===== src/rtl/y86_pkg.sv =====
// Shared Y86 definitions: status codes, instruction opcodes and the
// sequential controller's state encoding.
package y86_pkg;

  typedef enum logic [2:0] {
    STAT_AOK = 3'd1,
    STAT_HLT = 3'd2,
    STAT_ADR = 3'd3,
    STAT_INS = 3'd4
  } stat_t;

  localparam logic [3:0] IHALT   = 4'h0;
  localparam logic [3:0] INOP    = 4'h1;
  localparam logic [3:0] IRRMOVQ = 4'h2;
  localparam logic [3:0] IIRMOVQ = 4'h3;
  localparam logic [3:0] IRMMOVQ = 4'h4;
  localparam logic [3:0] IMRMOVQ = 4'h5;
  localparam logic [3:0] IOPQ    = 4'h6;
  localparam logic [3:0] IJXX    = 4'h7;
  localparam logic [3:0] ICALL   = 4'h8;
  localparam logic [3:0] IRET    = 4'h9;
  localparam logic [3:0] IPUSHQ  = 4'hA;
  localparam logic [3:0] IPOPQ   = 4'hB;

  typedef enum logic [3:0] {
    S_IDLE,
    S_FETCH,
    S_DECODE,
    S_EXECUTE,
    S_MEMORY,
    S_WRITEBACK,
    S_PCUPD,
    S_HALTED,
    S_FAULT
  } seq_state_t;

  function automatic logic is_busy_state(input seq_state_t s);
    return s inside {S_FETCH, S_DECODE, S_EXECUTE, S_MEMORY, S_WRITEBACK, S_PCUPD};
  endfunction

endpackage


===== src/rtl/seq_sat_counter.sv =====
// Synchronous up-counter that sticks at all-ones; clr has priority over inc.
module seq_sat_counter #(
  parameter int CNT_W = 32
) (
  input  logic             clk,
  input  logic             clr,
  input  logic             inc,
  output logic [CNT_W-1:0] count
);

  localparam logic [CNT_W-1:0] ONE = CNT_W'(1);

  always_ff @(posedge clk) begin
    if (clr)
      count <= '0;
    else if (inc && (count != '1))
      count <= count + ONE;
  end

endmodule


===== src/rtl/seq_stage_ctrl.sv =====
// Y86 SEQ stage sequencer: one state per stage, status/PC tracking, counters.
// Define SEQ_PERF_CNT_EN to build the busy-cycle counter behind cycle_cnt.
module seq_stage_ctrl
  import y86_pkg::*;
#(
  parameter logic [63:0] RESET_PC = 64'd2,
  parameter int          CNT_W    = 32
) (
  input  logic             clk,
  input  logic             rst_n,
  input  logic             start,
  input  logic [3:0]       icode,
  input  logic             instr_valid,
  input  logic             imem_error,
  input  logic             dmem_error,
  input  logic [63:0]      new_pc,
  output logic [63:0]      pc,
  output logic             fetch_en,
  output logic             decode_en,
  output logic             exec_en,
  output logic             mem_en,
  output logic             wb_en,
  output logic             pc_we,
  output logic [2:0]       stat,
  output logic             busy,
  output logic             done,
  output logic [CNT_W-1:0] instr_cnt,
  output logic [CNT_W-1:0] cycle_cnt
);

  seq_state_t state, next_state;
  stat_t      stat_q, next_stat;
  logic [63:0] next_pc;
  logic       start_clr;
  logic       instr_inc;
  logic       cnt_clr;

  always_ff @(posedge clk) begin
    if (!rst_n) begin
      state  <= S_IDLE;
      pc     <= RESET_PC;
      stat_q <= STAT_AOK;
    end else begin
      state  <= next_state;
      pc     <= next_pc;
      stat_q <= next_stat;
    end
  end

  always_comb begin
    next_state = state;
    next_pc    = pc;
    next_stat  = stat_q;
    start_clr  = 1'b0;
    instr_inc  = 1'b0;
    fetch_en   = 1'b0;
    decode_en  = 1'b0;
    exec_en    = 1'b0;
    mem_en     = 1'b0;
    wb_en      = 1'b0;
    pc_we      = 1'b0;
    case (state)
      S_IDLE, S_HALTED, S_FAULT: begin
        if (start) begin
          next_state = S_FETCH;
          next_pc    = RESET_PC;
          next_stat  = STAT_AOK;
          start_clr  = 1'b1;
        end
      end
      S_FETCH: begin
        fetch_en = 1'b1;
        if (imem_error) begin
          next_state = S_FAULT;
          next_stat  = STAT_ADR;
        end else if (!instr_valid) begin
          next_state = S_FAULT;
          next_stat  = STAT_INS;
        end else if (icode == IHALT) begin
          // halt retires as an instruction even though no later stage runs
          next_state = S_HALTED;
          next_stat  = STAT_HLT;
          instr_inc  = 1'b1;
        end else begin
          next_state = S_DECODE;
        end
      end
      S_DECODE: begin
        decode_en  = 1'b1;
        next_state = S_EXECUTE;
      end
      S_EXECUTE: begin
        exec_en    = 1'b1;
        next_state = S_MEMORY;
      end
      S_MEMORY: begin
        mem_en = 1'b1;
        if (dmem_error) begin
          next_state = S_FAULT;
          next_stat  = STAT_ADR;
        end else begin
          next_state = S_WRITEBACK;
        end
      end
      S_WRITEBACK: begin
        wb_en      = 1'b1;
        next_state = S_PCUPD;
      end
      S_PCUPD: begin
        pc_we      = 1'b1;
        next_pc    = new_pc;
        instr_inc  = 1'b1;
        next_state = S_FETCH;
      end
      default: next_state = S_IDLE;
    endcase
  end

  assign stat    = stat_q;
  assign busy    = is_busy_state(state);
  assign done    = (state == S_HALTED) || (state == S_FAULT);
  assign cnt_clr = !rst_n || start_clr;

  seq_sat_counter #(.CNT_W(CNT_W)) u_instr_cnt (
    .clk   (clk),
    .clr   (cnt_clr),
    .inc   (instr_inc),
    .count (instr_cnt)
  );

`ifdef SEQ_PERF_CNT_EN
  seq_sat_counter #(.CNT_W(CNT_W)) u_cycle_cnt (
    .clk   (clk),
    .clr   (cnt_clr),
    .inc   (busy),
    .count (cycle_cnt)
  );
`else
  assign cycle_cnt = '0;
`endif

endmodule


===== config.mk =====
export PLATFORM = sky130hd
export DESIGN_NAME = seq_stage_ctrl
export DESIGN_NICKNAME = d
export VERILOG_FILES = /design/src/rtl/y86_pkg.sv /design/src/rtl/seq_sat_counter.sv /design/src/rtl/seq_stage_ctrl.sv
export SDC_FILE = /design/constraint.sdc
export NUM_CORES = 1
export LEC_CHECK = 0
export BUFFER_PORTS_ARGS = -buffer_cell sky130_fd_sc_hd__buf_4
export CAP_MARGIN = 40
export CORE_UTILIZATION = 51
export DETAILED_ROUTE_END_ITERATION = 8
export PLACE_DENSITY = 0.88
export SLEW_MARGIN = 40
export SYNTH_ARGS = -nofsm -noshare
export SYNTH_HDL_FRONTEND = slang
export SYNTH_SLANG_ARGS = --single-unit

===== constraint.sdc =====
create_clock -name clk -period 3.8 [get_ports clk]
set_input_delay 1.14 -clock clk [delete_from_list [all_inputs] [get_ports clk]]
set_output_delay 1.14 -clock clk [all_outputs]
set_load 0.05 [all_outputs]

; ---- Yosys cells after proc, flatten, opt, wreduce, memory -nomap -nowiden
; Cells that the tools add are included.
[totals]
regBits = 103
input_bits = 74
out_inout_bits = 139
word_cells = 55
[classes]
addsub = 1
n_eq_ne = 12
muxes = 26
n_reduce_logical = 12
[ops]
columns = operator, count
row1 = 64-bit case mux with 2 select lines, 1
row2 = 64-bit two-way mux, 1
row3 = "32-bit by 1-bit adder with 32-bit output, second input constant", 1
row4 = "32-bit inequality test, second input constant", 1
row5 = 4-bit case mux with 7 select lines, 1
row6 = 3-bit two-way mux, 6
row7 = "4-bit by 3-bit equality test with 1-bit output, second input constant", 4
row8 = 4-bit two-way mux, 4
row9 = 1-bit two-way mux, 11
row10 = 3-bit case mux with 3 select lines, 1
row11 = "4-bit by 2-bit equality test with 1-bit output, second input constant", 2
row12 = 4-bit logical NOT, 2
row13 = 6-bit nonzero test, 1
row14 = "4-bit by 1-bit equality test with 1-bit output, second input constant", 1
row15 = "4-bit equality test, second input constant", 1
row16 = "2-bit inequality test, second input constant", 2
row17 = "4-bit inequality test, second input constant", 1
row18 = 4-bit AND reduction, 1
row19 = 3-bit nonzero test, 1
row20 = 3-bit OR reduction, 1
row21 = 1-bit logical OR, 2
row22 = 1-bit case mux with 2 select lines, 1
row23 = 2-bit AND reduction, 1
row24 = 2-bit nonzero test, 1
row25 = other kinds (2), 2

; ---- Logic depth before layout (Yosys ltp)
; Gate-level depths: netlist of the first run.
[logic_depth]
ltp_word = 6
mapped_depth = 8
ltp_nobuf = 6

; ---- Hierarchy
; A second synthesis of the first run with hierarchy kept.
[unflattened]
cells_unflattened = 529
area_unflattened_um2 = 4844.6
[by_module_without_submodules]
columns = mod, n_inst, cells_each, area_per_inst_um2, seq_area_each_um2
row1 = seq_stage_ctrl, 1, 330, 3170.5, 1421.4
row2 = seq_sat_counter, 1, 199, 1674.1, 640.6

; ---- Worst setup path before layout of the first run
; No wires, ideal clock.
[synth_timing]
path_kind = register to output
start = reg state[1]
end = out decode_en
t_arrival_ns = 1.898
required_time_ns = 2.660
slack_ns = 0.762
path_stages_with_launch = 5
path_buffers = 2
cell_sequence = dfxtp_1 buf_2 clkbuf_1 nand2b_1 nor3_1
[synth_via]
elab_chain_cells = 2
[synth_rtl]
columns = item, line_no
row1 = "start, declared", seq_stage_ctrl.sv:31  ; seq_state_t state, next_state;
row2 = "start signal, assigned", seq_stage_ctrl.sv:44  ; state <= next_state;
row3 = 4-bit by 2-bit equality test with 1-bit output, seq_stage_ctrl.sv:62  ; case (state)
row4 = 1-bit two-way mux, seq_stage_ctrl.sv:62
row5 = "end, declared", seq_stage_ctrl.sv:19  ; output logic decode_en,
; No other way between the ends.

; ---- Worst setup path after layout of the first run
[layout_timing]
start = reg state[1]
end = out pc_we
[layout_via]
elab_chain_cells = 2
[layout_rtl]
columns = item, line_no
row1 = 4-bit by 3-bit equality test with 1-bit output, seq_stage_ctrl.sv:62
row2 = 1-bit two-way mux, seq_stage_ctrl.sv:62
row3 = "end, declared", seq_stage_ctrl.sv:23  ; output logic pc_we,
; No other way between the ends.

==> results of run 1 <==
-- report_power, final --
part           internal, W  leakage (nW)  switching (W)
registers          0.00108         0.830      0.0000122
clock network     0.000335         0.109       0.000394
logic            0.0000903          1.48       0.000159
-- cells in the final DEF (no fill, tap or decap), types with 6 or more instances in the layout --
cell type,Yosys,final
sky130_fd_sc_hd__buf_4,32,185
sky130_fd_sc_hd__dfxtp_1,103,103
sky130_fd_sc_hd__nor2b_1,70,70
sky130_fd_sc_hd__a22oi_1,63,63
sky130_fd_sc_hd__conb_1,1,32
sky130_fd_sc_hd__a21oi_1,25,25
sky130_fd_sc_hd__or3_1,22,22
sky130_fd_sc_hd__nand2_1,18,18
sky130_fd_sc_hd__o21ai_0,18,18
sky130_fd_sc_hd__nor2_1,18,17
sky130_fd_sc_hd__nand4_1,13,13
sky130_fd_sc_hd__nand3_1,12,12
sky130_fd_sc_hd__clkbuf_8,0,10
sky130_fd_sc_hd__nor4_1,8,8
sky130_fd_sc_hd__o21ai_1,7,7
sky130_fd_sc_hd__nor3_1,6,6
sky130_fd_sc_hd__or4_1,6,6
-- per-stage QoR --
stage	utilization, %	cells	setup WS (ps)	total power (W)	area [sq um]
2_1_floorplan	-	551	762	0.00130	4790
3_3_place_gp	67.7	777	833	0.00136	5960
3_5_place_dp	67.7	777	725	0.00137	5960
4_1_cts	70.1	793	553	0.00209	6170
5_1_grt	70.1	793	406	0.00215	6170
6_report	70.1	793	544	0.00207	6170
-- worst paths after layout --
path                  from              endpoint  slack (ps)  cells after the start
setup / recovery  state[1]                 pc_we         540                      3
hold / removal     stat[1]               stat[1]         480                      2
setup reg to reg  state[1]  u_instr_cnt.count[3]        1020                      7
hold reg to reg    stat[1]               stat[1]         480                      2
-- state kept, by name (all words and copies together), names as in the netlist --
name               count
u_instr_cnt.count     32
state                  4
pc                    64
stat                   3
-- cells by family after synthesis --
kind of cell | synth area share, %
AOI/OAI and AO/OA | 19.9
xor gates and xnor gates | 0.562
buffers and inverters | 8.86
adders and majority gates | 0.268
other | 0.0802
and+or+nand+nor | 25.5
muxes | 0.642
DFF | 44.1
-- final cells by class --
cell class / count / area [sq um] / share of cell area (%)
sequential: 103 / 2060 / 33.4
timing repair buffer: 186 / 1410 / 22.8
tap: 108 / 135 / 2.19
inverter: 4 / 15.0 / 0.243
multi-input combinational: 376 / 2340 / 37.9
clock buffer: 10 / 138 / 2.23
clock inverter: 6 / 76.3 / 1.24
-- layer usage --
metal	track usage [%]	part of all wire [%]	wire, um
met5	0	0	0
met1	31.4	40	4960
met3	6.73	7.3	911
met2	43.0	50	6240
met4	7.69	2.3	288
-- synth_stat cells, types with 2 or more instances --
| cell type | number | area [sq um] |
|---|---|---|
| sky130_fd_sc_hd__dfxtp_1 | 103 | 2060 |
| sky130_fd_sc_hd__nor2b_1 | 70 | 438 |
| sky130_fd_sc_hd__a22oi_1 | 63 | 473 |
| sky130_fd_sc_hd__buf_4 | 32 | 240 |
| sky130_fd_sc_hd__clkbuf_1 | 29 | 109 |
| sky130_fd_sc_hd__a21oi_1 | 25 | 125 |
| sky130_fd_sc_hd__or3_1 | 22 | 138 |
| sky130_fd_sc_hd__nand2_1 | 18 | 67.6 |
| sky130_fd_sc_hd__nor2_1 | 18 | 67.6 |
| sky130_fd_sc_hd__o21ai_0 | 18 | 90.1 |
| sky130_fd_sc_hd__nand4_1 | 13 | 81.3 |
| sky130_fd_sc_hd__nand3_1 | 12 | 60.1 |
| sky130_fd_sc_hd__nor4_1 | 8 | 50.1 |
| sky130_fd_sc_hd__o21ai_1 | 7 | 35.0 |
| sky130_fd_sc_hd__nor3_1 | 6 | 30.0 |
| sky130_fd_sc_hd__or4_1 | 6 | 45.0 |
| sky130_fd_sc_hd__nand2b_1 | 5 | 31.3 |
| sky130_fd_sc_hd__and2_1 | 4 | 25.0 |
| sky130_fd_sc_hd__inv_1 | 4 | 15.0 |
| sky130_fd_sc_hd__o31a_1 | 4 | 35.0 |
| sky130_fd_sc_hd__o31ai_1 | 4 | 30.0 |
| sky130_fd_sc_hd__and3_1 | 3 | 18.8 |
| sky130_fd_sc_hd__buf_2 | 3 | 15.0 |
| sky130_fd_sc_hd__mux2i_1 | 3 | 30.0 |
| sky130_fd_sc_hd__o21a_1 | 3 | 22.5 |
| sky130_fd_sc_hd__xor2_1 | 3 | 26.3 |
| sky130_fd_sc_hd__a31oi_1 | 2 | 12.5 |
| sky130_fd_sc_hd__and4_1 | 2 | 17.5 |
| sky130_fd_sc_hd__nor4b_1 | 2 | 17.5 |
| sky130_fd_sc_hd__o211ai_1 | 2 | 15.0 |
| sky130_fd_sc_hd__or2_2 | 2 | 12.5 |
-- worst min-delay path: stages, from the launching register on --
cell,delay [ps]
sky130_fd_sc_hd__dfxtp_1,330
sky130_fd_sc_hd__nand2_1,50
sky130_fd_sc_hd__a21boi_1,50
==> load_flow_metrics.sql, run 1 <==
INSERT INTO impl_metrics (metric_group, metric, value, unit) VALUES
('clock_tree', 'postCtsSetupRepairBufs', '0', ''),
('worst_setup_path', 'cpMaxStageDelayCell', 'sky130_fd_sc_hd__dfxtp_1', ''),
('placement', 'place.detailed.hpwl', '8820', 'um'),
('worst_setup_path', 'most_used_cell_along_the_critical_path', 'sky130_fd_sc_hd__buf_4', ''),
('power', 'worst_ir_drop_vdd', '218', 'uV'),
('routing', 'drt_wl_total', '12400', 'um'),
('timing', 'max_clock_freq', '307', 'MHz'),
('grt', 'track_usage', '25.3', '%'),
('routing', 'remaining_drc_errors', '20', ''),
('routing', 'routed_via_density', '5.68', ''),
('worst_setup_path', 'timing.critical_path.buf_inv', '2', ''),
('clock_tree', 'cts.repair.resized', '0', ''),
('clock_tree', 'path_clk_slew', '100', 'ps'),
('routing', 'initialDrtViolationCount', '195', ''),
('yosys', 'synth_cells', '520', ''),
('yosys', 'synth_cell_types', '55', ''),
('clock_tree', 'cts_hold_repair.buffers', '0', ''),
('routing', 'routed-via-count', '4503', ''),
('yosys', 'synth.yosys.seq_area_share', '44.1', '%'),
('timing', 'period_needed', '3260', 'ps'),
('timing', 'finalMaxSlewViolations', '0', ''),
('clock_tree', 'clock_tree.buffer_depth', '2', ''),
('worst_setup_path', 'critical_path_arrival', '2120', 'ps'),
('die', 'die-height', '97.7', 'um'),
('die', 'fp.coreArea', '8810', 'sq um'),
('yosys', 'synthesis.yosys.warnings', '0', ''),
('finish', 'num-nets-final', '755', ''),
('flow_run', 'drv.max_cap_violation_count', '0', ''),
('finish', 'layout-drive-gt1-share', '30.8', '%'),
('timing', 'max-slew-margin-rel', '46.9', '%'),
('power', 'p_leak', '2.41', 'nW'),
('die', 'io_pins', '213', ''),
('worst_setup_path', 'critical_path.top_delay_family', 'flip-flops', ''),
('die', 'starting_utilization_of_the_core_area', '53.1', '%'),
('worst_setup_path', 'critical_path_required', '2660', 'ps'),
('clock_tree', 'numClockSinks', '103', ''),
('grt', 'antenna_found_initial', '0', ''),
('placement', 'portBuffers', '180', ''),
('yosys', 'synth_edf_count', '0', ''),
('finish', 'layout-area-overhead-vs-synth', '32.0', '%'),
('finish', 'antenna_cells', '0', ''),
('yosys', 'synth-main-ff-cell', 'sky130_fd_sc_hd__dfxtp_1', ''),
('power', 'power_per_cell_area', '336', 'nW/um^2'),
('grt', 'maximum_number_of_pins_on_one_net_before_global_route_repair', '71', ''),
('grt', 'first_global_vias', '4048', ''),
('timing', 'setup_total_negative_slack', '0', 'ps'),
('grt', 'grt.overflow.total', '0', ''),
('yosys', 'synthesis.area_per_instance', '8.99', 'sq um'),
('placement', 'global_placement_routability_congestion', '0.814', ''),
('worst_setup_path', 'worst_path_largest_cell_delay', '720', 'ps'),
('routing', 'antenna_violating_nets_post_route', '0', ''),
('worst_setup_path', 'worst-path-max-fanout', '31', ''),
('clock_tree', 'insertion_delay', '360', 'ps'),
('timing', 'unrepaired_setup_endpoints_after_global_routing', 'false', ''),
('timing', 'final_hold_viols', '0', ''),
('die', 'rows', '34', ''),
('worst_setup_path', 'critical_path.startpoint_type', 'flop', ''),
('hold_path', 'worstHoldPathType', 'reg -> reg', ''),
('routing', 'drt-wirelength-per-cell', '15.6', 'um'),
('worst_setup_path', 'setup.worst_path.class', 'reg -> out', ''),
('clock_tree', 'cts_inserted_buffers', '9', ''),
('yosys', 'ys_async_sr_fraction', '0', '%'),
('grt', 'wire_length_of_the_first_global_routing_pass', '19600', 'um'),
('outcome', 'violations_in_the_final_reports', 'DRC', ''),
('yosys', 'ys_ff_latch', '103', ''),
('outcome', 'outcome', 'complete, but fails checks', ''),
('yosys', 'syn_area', '4670', 'sq um'),
('timing', 'timing.clock.skew', '10.8', 'ps'),
('timing', 'timing.final.crit_share', '85.7', '%'),
('worst_setup_path', 'worstPathCellList', 'nor4bb_4 -> buf_4 -> buf_4', ''),
('routing', 'detailedRoute.firstPassIterationCount', '7', ''),
('timing', 'tightest_slew', '786', 'ps'),
('worst_setup_path', 'setup.worst_path.end_class', 'output pin', ''),
('die', 'die_area', '9550', 'sq um'),
('die', 'die-width', '97.7', 'um'),
('timing', 'setup_viol', '0', ''),
('timing', 'final.hold.worst_slack', '476', 'ps'),
('clock_tree', 'number_of_h_tree_levels', '3', ''),
('clock_tree', 'clock_tree_from_tritoncts', 'yes', ''),
('finish', 'fill_cells', '700', ''),
('clock_tree', 'clock-root-buffer', 'sky130_fd_sc_hd__clkbuf_8', '');
Note: power is estimated with default switching activity, not from simulation.
==> run 2, diff against run 1 <==
--- a/config.mk
+++ b/config.mk
@@ -10,6 +10,7 @@
 export CORE_UTILIZATION = 51
 export DETAILED_ROUTE_END_ITERATION = 8
 export PLACE_DENSITY = 0.88
+export RECOVER_POWER = 50
 export SLEW_MARGIN = 40
 export SYNTH_ARGS = -nofsm -noshare
 export SYNTH_HDL_FRONTEND = slang
==> run 2 against run 1 <==
The flow finishes with violations (DRC, capacitance limit, slew limit). Routed wire length down 0.31%. Worst setup slack got worse by 120 ps. Maximum frequency is 3.5% lower. Clock skew is 0.90 ps lower. Sequential power is essentially flat. Sequential share of layout area rose by 2.3 points. Count of clock-buffer cells in the layout unchanged. Core utilization shrank 4.5 points. Critical path type unchanged. Critical endpoint is now fetch_en. Largest power group unchanged. Highest routed layer unchanged.
==> load_flow_metrics.sql, run 2 (same netlist as run 1, synthesis figures left out) <==
INSERT INTO impl_metrics (metric_group, metric, value, unit) VALUES
('clock_tree', 'cts_inserted_buffers', '9', ''),
('worst_setup_path', 'worstPathCellList', 'nor4b_1 -> buf_4', ''),
('placement', 'place.detailed.hpwl', '8820', 'um'),
('grt', 'grt.overflow.total', '0', ''),
('die', 'die_area', '9550', 'sq um'),
('clock_tree', 'path_clk_slew', '100', 'ps'),
('clock_tree', 'clock-root-buffer', 'sky130_fd_sc_hd__clkbuf_8', ''),
('routing', 'remaining_drc_errors', '20', ''),
('placement', 'portBuffers', '180', ''),
('finish', 'largest_register_ffs', '64', ''),
('clock_tree', 'numClockSinks', '103', ''),
('timing', 'timing.clock.skew', '9.91', 'ps'),
('power', 'p_leak', '1.98', 'nW'),
('timing', 'unrepaired_setup_endpoints_after_global_routing', 'false', ''),
('worst_setup_path', 'critical_path_required', '2660', 'ps'),
('power', 'comb_power_share', '12.0', '%'),
('clock_tree', 'cts.repair.resized', '0', ''),
('power', 'power_report.internal_total', '0.00151', 'W'),
('finish', 'layout_common_cells', 'sky130_fd_sc_hd__dfxtp_1, sky130_fd_sc_hd__clkbuf_1, sky130_fd_sc_hd__buf_4', ''),
('timing', 'timing.final.ws_setup', '427', 'ps'),
('die', 'io_pins', '213', ''),
('timing', 'tightest_slew', '2240', 'ps'),
('timing', 'final_hold_viols', '0', ''),
('worst_setup_path', 'critical_path.reg2reg.startpoint', 'state[0]', ''),
('worst_setup_path', 'cpMaxStageDelayCell', 'sky130_fd_sc_hd__nor4b_1', ''),
('die', 'fp.coreArea', '8810', 'sq um'),
('outcome', 'violations_in_the_final_reports', 'DRC, capacitance limit, slew limit', ''),
('timing', 'max_clock_freq', '296', 'MHz'),
('clock_tree', 'insertion_delay', '360', 'ps'),
('grt', 'wire_length_of_the_first_global_routing_pass', '19600', 'um'),
('timing', 'setup_viol', '0', ''),
('finish', 'max_flop_register', 'pc', ''),
('power', 'clock_power_share', '35.2', '%'),
('die', 'die-width', '97.7', 'um'),
('finish', 'antenna_cells', '0', ''),
('worst_setup_path', 'worst-path-max-fanout', '19', ''),
('worst_setup_path', 'worst_path_largest_cell_delay', '800', 'ps'),
('grt', 'first_global_vias', '4048', ''),
('worst_setup_path', 'setup.worst_path.class', 'reg -> out', ''),
('placement', 'global_placement_routability_congestion', '0.814', ''),
('timing', 'setup_total_negative_slack', '0', 'ps'),
('grt', 'track_usage', '25.3', '%'),
('clock_tree', 'clock_tree_from_tritoncts', 'yes', ''),
('clock_tree', 'number_of_h_tree_levels', '3', ''),
('finish', 'num-nets-final', '755', ''),
('placement', 'placement.setup.worst_slack', '725', 'ps'),
('timing', 'period_needed', '3370', 'ps'),
('clock_tree', 'clock_tree.buffer_depth', '2', ''),
('worst_setup_path', 'critical_path_arrival', '2230', 'ps'),
('timing', 'max-slew-margin-rel', '-49.2', '%'),
('finish', 'mostFrequentLayoutCell', 'sky130_fd_sc_hd__dfxtp_1', ''),
('worst_setup_path', 'critical_path.startpoint_type', 'flop', ''),
('worst_setup_path', 'setup.worst_path.end_class', 'output pin', ''),
('clock_tree', 'cts_hold_repair.buffers', '0', ''),
('routing', 'drt_wl_total', '12400', 'um'),
('power', 'switching_power_as_a_share_of_total_power', '27.4', '%'),
('finish', 'layout-drive-gt1-share', '15.8', '%'),
('die', 'rows', '34', ''),
('timing', 'timing.final.crit_share', '88.8', '%'),
('clock_tree', 'postCtsSetupRepairBufs', '0', ''),
('die', 'die-height', '97.7', 'um'),
('power', 'power_per_cell_area', '359', 'nW/um^2'),
('hold_path', 'worstHoldPathType', 'reg -> reg', ''),
('finish', 'largest_registers', 'pc (64), u_instr_cnt.count (32), state (4)', ''),
('routing', 'antenna_violating_nets_post_route', '0', ''),
('flow_run', 'drv.max_cap_violation_count', '1', ''),
('grt', 'maximum_number_of_pins_on_one_net_before_global_route_repair', '71', ''),
('power', 'pwr-share-seq', '52.8', '%'),
('routing', 'routed_via_density', '5.68', ''),
('die', 'starting_utilization_of_the_core_area', '53.1', '%'),
('power', 'switchingPower', '0.000567', 'W'),
('routing', 'drt-wirelength-per-cell', '15.6', 'um'),
('routing', 'routed-via-count', '4502', ''),
('grt', 'antenna_found_initial', '0', ''),
('worst_setup_path', 'critical_path.top_delay_family', 'simple AND/OR/NAND/NOR gates', ''),
('timing', 'finalMaxSlewViolations', '71', ''),
('outcome', 'outcome', 'complete, but fails checks', ''),
('finish', 'layout-area-overhead-vs-synth', '23.6', '%'),
('routing', 'initialDrtViolationCount', '207', ''),
('worst_setup_path', 'timing.critical_path.buf_inv', '1', ''),
('hold_path', 'min-delay-start', 'stat[1]', ''),
('worst_setup_path', 'critPathLaunch', 'state[0]', ''),
('power', 'worst_ir_drop_vdd', '203', 'uV'),
('routing', 'detailedRoute.firstPassIterationCount', '7', '');
-- run 2: changes by cell type in the layout (fill, tap and decap cells not counted), sizes merged --
cell,previous run,this run
clkbuf,10,111
buf,186,85
-- run 2: worst register-to-register path, cell delays in order (launching register included) --
cell and delay [ps]:
sky130_fd_sc_hd__dfxtp_1 720, sky130_fd_sc_hd__nor4b_1 800, sky130_fd_sc_hd__a31o_1 380, sky130_fd_sc_hd__o31ai_4 240, sky130_fd_sc_hd__buf_4 280, sky130_fd_sc_hd__or3_1 370, sky130_fd_sc_hd__a21oi_1 150
-- run 2: final cells by class --
cell class | count | area [sq um]
fillers | 822 | 3030
well taps | 108 | 135
inverters | 4 | 15.0
repair buffers | 186 | 1030
clock buffers | 10 | 138
clock inverters | 6 | 76.3
multi-input cells | 376 | 2320
flip-flops and latches | 103 | 2060
-- run 2: final timing paths --
kind                                              to  slack, ps  cells after the start
worst max-delay path                        fetch_en        430                      2
worst min-delay path                         stat[1]        470                      2
worst max register to register  u_instr_cnt.count[3]        800                      6
worst min register to register               stat[1]        470                      2
-- run 2: routing by layer --
metal | vias to the layer above | global-route usage, % | wire length (um) | share of wire [%]
met5 | - | 0 | 0 | 0
met4 | 0 | 7.69 | 244 | 2.0
met3 | 27 | 6.73 | 880 | 7.1
met2 | 193 | 43.0 | 6290 | 51
met1 | 2140 | 31.4 | 4950 | 40
li1 | 2142 | - | - | -
-- run 2: per-stage QoR --
stage / hold WS (ps) / total power, W / cells / util (%) / area, sq um
2_1_floorplan: 672 / 0.00130 / 551 / - / 4790
3_3_place_gp: 450 / 0.00136 / 777 / 67.7 / 5960
3_5_place_dp: 460 / 0.00137 / 777 / 67.7 / 5960
4_1_cts: 478 / 0.00209 / 793 / 70.1 / 6170
5_1_grt: 520 / 0.00214 / 793 / 65.6 / 5780
6_report: 474 / 0.00207 / 793 / 65.6 / 5780
-- run 2: power groups by stage --
stage	registers, W	clock network [W]	logic [W]
2_1_floorplan	0.00112	0	0.000188
3_3_place_gp	0.00112	0	0.000245
3_5_place_dp	0.00112	0	0.000248
4_1_cts	0.00109	0.000745	0.000249
5_1_grt	0.00110	0.000788	0.000261
6_report	0.00109	0.000730	0.000248
==> run 3, diff against run 2 <==
--- a/config.mk
+++ b/config.mk
@@ -7,9 +7,11 @@
 export LEC_CHECK = 0
 export BUFFER_PORTS_ARGS = -buffer_cell sky130_fd_sc_hd__buf_4
 export CAP_MARGIN = 40
-export CORE_UTILIZATION = 51
+export CELL_PAD_IN_SITES_DETAIL_PLACEMENT = 0
+export CELL_PAD_IN_SITES_GLOBAL_PLACEMENT = 1
+export CORE_UTILIZATION = 36
 export DETAILED_ROUTE_END_ITERATION = 8
-export PLACE_DENSITY = 0.88
+export PLACE_DENSITY = 0.87
 export RECOVER_POWER = 50
 export SLEW_MARGIN = 40
 export SYNTH_ARGS = -nofsm -noshare
==> run 3 against run 2 <==
The flow now finishes without violations. Power grew 7.5%. Worst hold slack better by 7.3 ps. Critical path depth unchanged. Clock skew decreased by 2.1 ps. Critical path type unchanged. Highest routed layer unchanged.
==> load_flow_metrics.sql, run 3 (same netlist as run 1, synthesis figures left out) <==
INSERT INTO impl_metrics (metric_group, metric, value, unit) VALUES
('finish', 'layout_common_cells', 'sky130_fd_sc_hd__dfxtp_1, sky130_fd_sc_hd__clkbuf_1, sky130_fd_sc_hd__buf_4', ''),
('die', 'rows', '41', ''),
('power', 'p_leak', '2.01', 'nW'),
('worst_setup_path', 'critical_path_arrival', '1790', 'ps'),
('routing', 'drt-wirelength-per-cell', '14.7', 'um'),
('die', 'die_area', '13400', 'sq um'),
('worst_setup_path', 'worst-path-max-fanout', '19', ''),
('timing', 'unrepaired_setup_endpoints_after_global_routing', 'false', ''),
('flow_run', 'drv.max_cap_violation_count', '0', ''),
('routing', 'wirelength_met1', '5500', 'um'),
('clock_tree', 'cts_inserted_buffers', '9', ''),
('grt', 'track_usage', '17.9', '%'),
('timing', 'timing.final.crit_share', '77.2', '%'),
('power', 'report.power.total', '0.00223', 'W'),
('timing', 'max_clock_freq', '341', 'MHz'),
('clock_tree', 'insertion_delay', '350', 'ps'),
('timing', 'period_needed', '2930', 'ps'),
('grt', 'maximum_number_of_pins_on_one_net_before_global_route_repair', '73', ''),
('grt', 'grt.overflow.total', '0', ''),
('routing', 'initialDrtViolationCount', '302', ''),
('die', 'die-width', '116', 'um'),
('hold_path', 'worstHoldPathType', 'reg -> reg', ''),
('clock_tree', 'path_clk_slew', '70', 'ps'),
('finish', 'multi_input_gate_area_in_the_final_layout', '2340', 'sq um'),
('clock_tree', 'postCtsSetupRepairBufs', '0', ''),
('placement', 'dp.cells', '841', ''),
('grt', 'wire_length_of_the_first_global_routing_pass', '19100', 'um'),
('finish', 'mostFrequentLayoutCell', 'sky130_fd_sc_hd__dfxtp_1', ''),
('clock_tree', 'number_of_h_tree_levels', '3', ''),
('finish', 'num-nets-final', '755', ''),
('routing', 'routed_via_density', '5.10', ''),
('placement', 'global_placement_routability_congestion', '0.804', ''),
('die', 'fp.coreArea', '12600', 'sq um'),
('finish', 'fill_cells', '1329', ''),
('timing', 'setup_total_negative_slack', '0', 'ps'),
('routing', 'detailedRoute.firstPassIterationCount', '5', ''),
('clock_tree', 'cts_hold_repair.buffers', '0', ''),
('worst_setup_path', 'setup.worst_path.class', 'reg -> out', ''),
('worst_setup_path', 'critical_path.startpoint_type', 'flop', ''),
('finish', 'layout-area-overhead-vs-synth', '27.2', '%'),
('finish', 'largest_register_ffs', '64', ''),
('power', 'power_per_cell_area', '375', 'nW/um^2'),
('die', 'io_pins', '213', ''),
('finish', 'max_flop_register', 'pc', ''),
('die', 'starting_utilization_of_the_core_area', '37.0', '%'),
('routing', 'topRoutingLayerUsed', 'met4', ''),
('clock_tree', 'clock_tree_from_tritoncts', 'yes', ''),
('timing', 'max-slew-margin-rel', '51.2', '%'),
('finish', 'largest_registers', 'pc (64), u_instr_cnt.count (32), state (4)', ''),
('timing', 'finalMaxSlewViolations', '0', ''),
('die', 'die-height', '116', 'um'),
('finish', 'layout-drive-gt1-share', '16.2', '%'),
('finish', 'final_util', '47.1', '%'),
('grt', 'first_global_vias', '3928', ''),
('routing', 'antenna_violating_nets_post_route', '0', ''),
('routing', 'remaining_drc_errors', '0', ''),
('outcome', 'outcome', 'finished clean', ''),
('timing', 'timing.clock.skew', '7.77', 'ps'),
('routing', 'drt_wl_total', '12600', 'um'),
('routing', 'routed-via-count', '4367', ''),
('placement', 'place.detailed.hpwl', '9030', 'um'),
('placement', 'portBuffers', '180', ''),
('clock_tree', 'clock_tree.buffer_depth', '2', ''),
('worst_setup_path', 'critical_path_required', '2660', 'ps'),
('worst_setup_path', 'setup.worst_path.end_class', 'output pin', ''),
('clock_tree', 'clock-root-buffer', 'sky130_fd_sc_hd__clkbuf_16', ''),
('finish', 'stdcell_count', '857', ''),
('grt', 'antenna_found_initial', '0', ''),
('routing', 'met3_length', '561', 'um'),
('clock_tree', 'cts.repair.resized', '0', ''),
('finish', 'ff_latch_area', '2060', 'sq um'),
('routing', 'met2_length', '6350', 'um'),
('timing', 'tightest_slew', '725', 'ps'),
('timing', 'final_hold_viols', '0', ''),
('finish', 'antenna_cells', '0', ''),
('power', 'worst_ir_drop_vdd', '243', 'uV'),
('timing', 'setup_viol', '0', ''),
('clock_tree', 'numClockSinks', '103', '');
run 3: cell count changes in the layout (fill, tap and decap cells not counted), moves of 2 or more:
| cell | previous run | this run |
|---|---|---|
| sky130_fd_sc_hd__buf_4 | 84 | 86 |
| sky130_fd_sc_hd__clkbuf_16 | 0 | 9 |
| sky130_fd_sc_hd__clkinvlp_4 | 0 | 2 |
| sky130_fd_sc_hd__inv_6 | 2 | 0 |
| sky130_fd_sc_hd__nor4b_1 | 3 | 1 |
| sky130_fd_sc_hd__clkbuf_8 | 10 | 0 |
run 3: cell type report:
class	count	area share, %
clock buffer	10	3.85
timing repair buffer	186	17.2
inverter	4	0.253
sequential	103	34.7
tap	172	3.62
clock inverter	6	0.926
multi-input combinational	376	39.4
run 3: worst paths after layout:
check | from | to | slack, ps | cells past startpoint
worst max-delay path | state[0] | fetch_en | 870 | 2
worst min-delay path | stat[0] | stat[0] | 480 | 2
worst max register to register | u_instr_cnt.count[0] | u_instr_cnt.count[12] | 1150 | 7
worst min register to register | stat[0] | stat[0] | 480 | 2
run 3: power breakdown:
group	internal [W]	total [W]	leakage [nW]	switching [W]
logic	0.0000878	0.000247	1.05	0.000159
clock network	0.000456	0.000887	0.133	0.000430
registers	0.00108	0.00109	0.830	0.0000127
total	0.00163	0.00223	2.01	0.000602
run 3: critical path: stages (launching register included):
cell and delay [ps]:
sky130_fd_sc_hd__dfxtp_1 740, sky130_fd_sc_hd__nor4b_4 440, sky130_fd_sc_hd__buf_4 270
run 3: metrics by stage:
step	area (sq um)	hold slack (ps)	worst slack (ps)
after global routing	5940	510	727
after floorplan	4790	672	762
after global placement	6030	469	814
after CTS	6310	490	850
final	5940	481	867
after detailed placement	6030	468	797
run 3: metal layers:
layer	vias up	global-route usage (%)
met4	0	6.84
met2	126	28.6
met1	2079	23.3
met5	-	0
met3	14	4.39
li1	2148	-
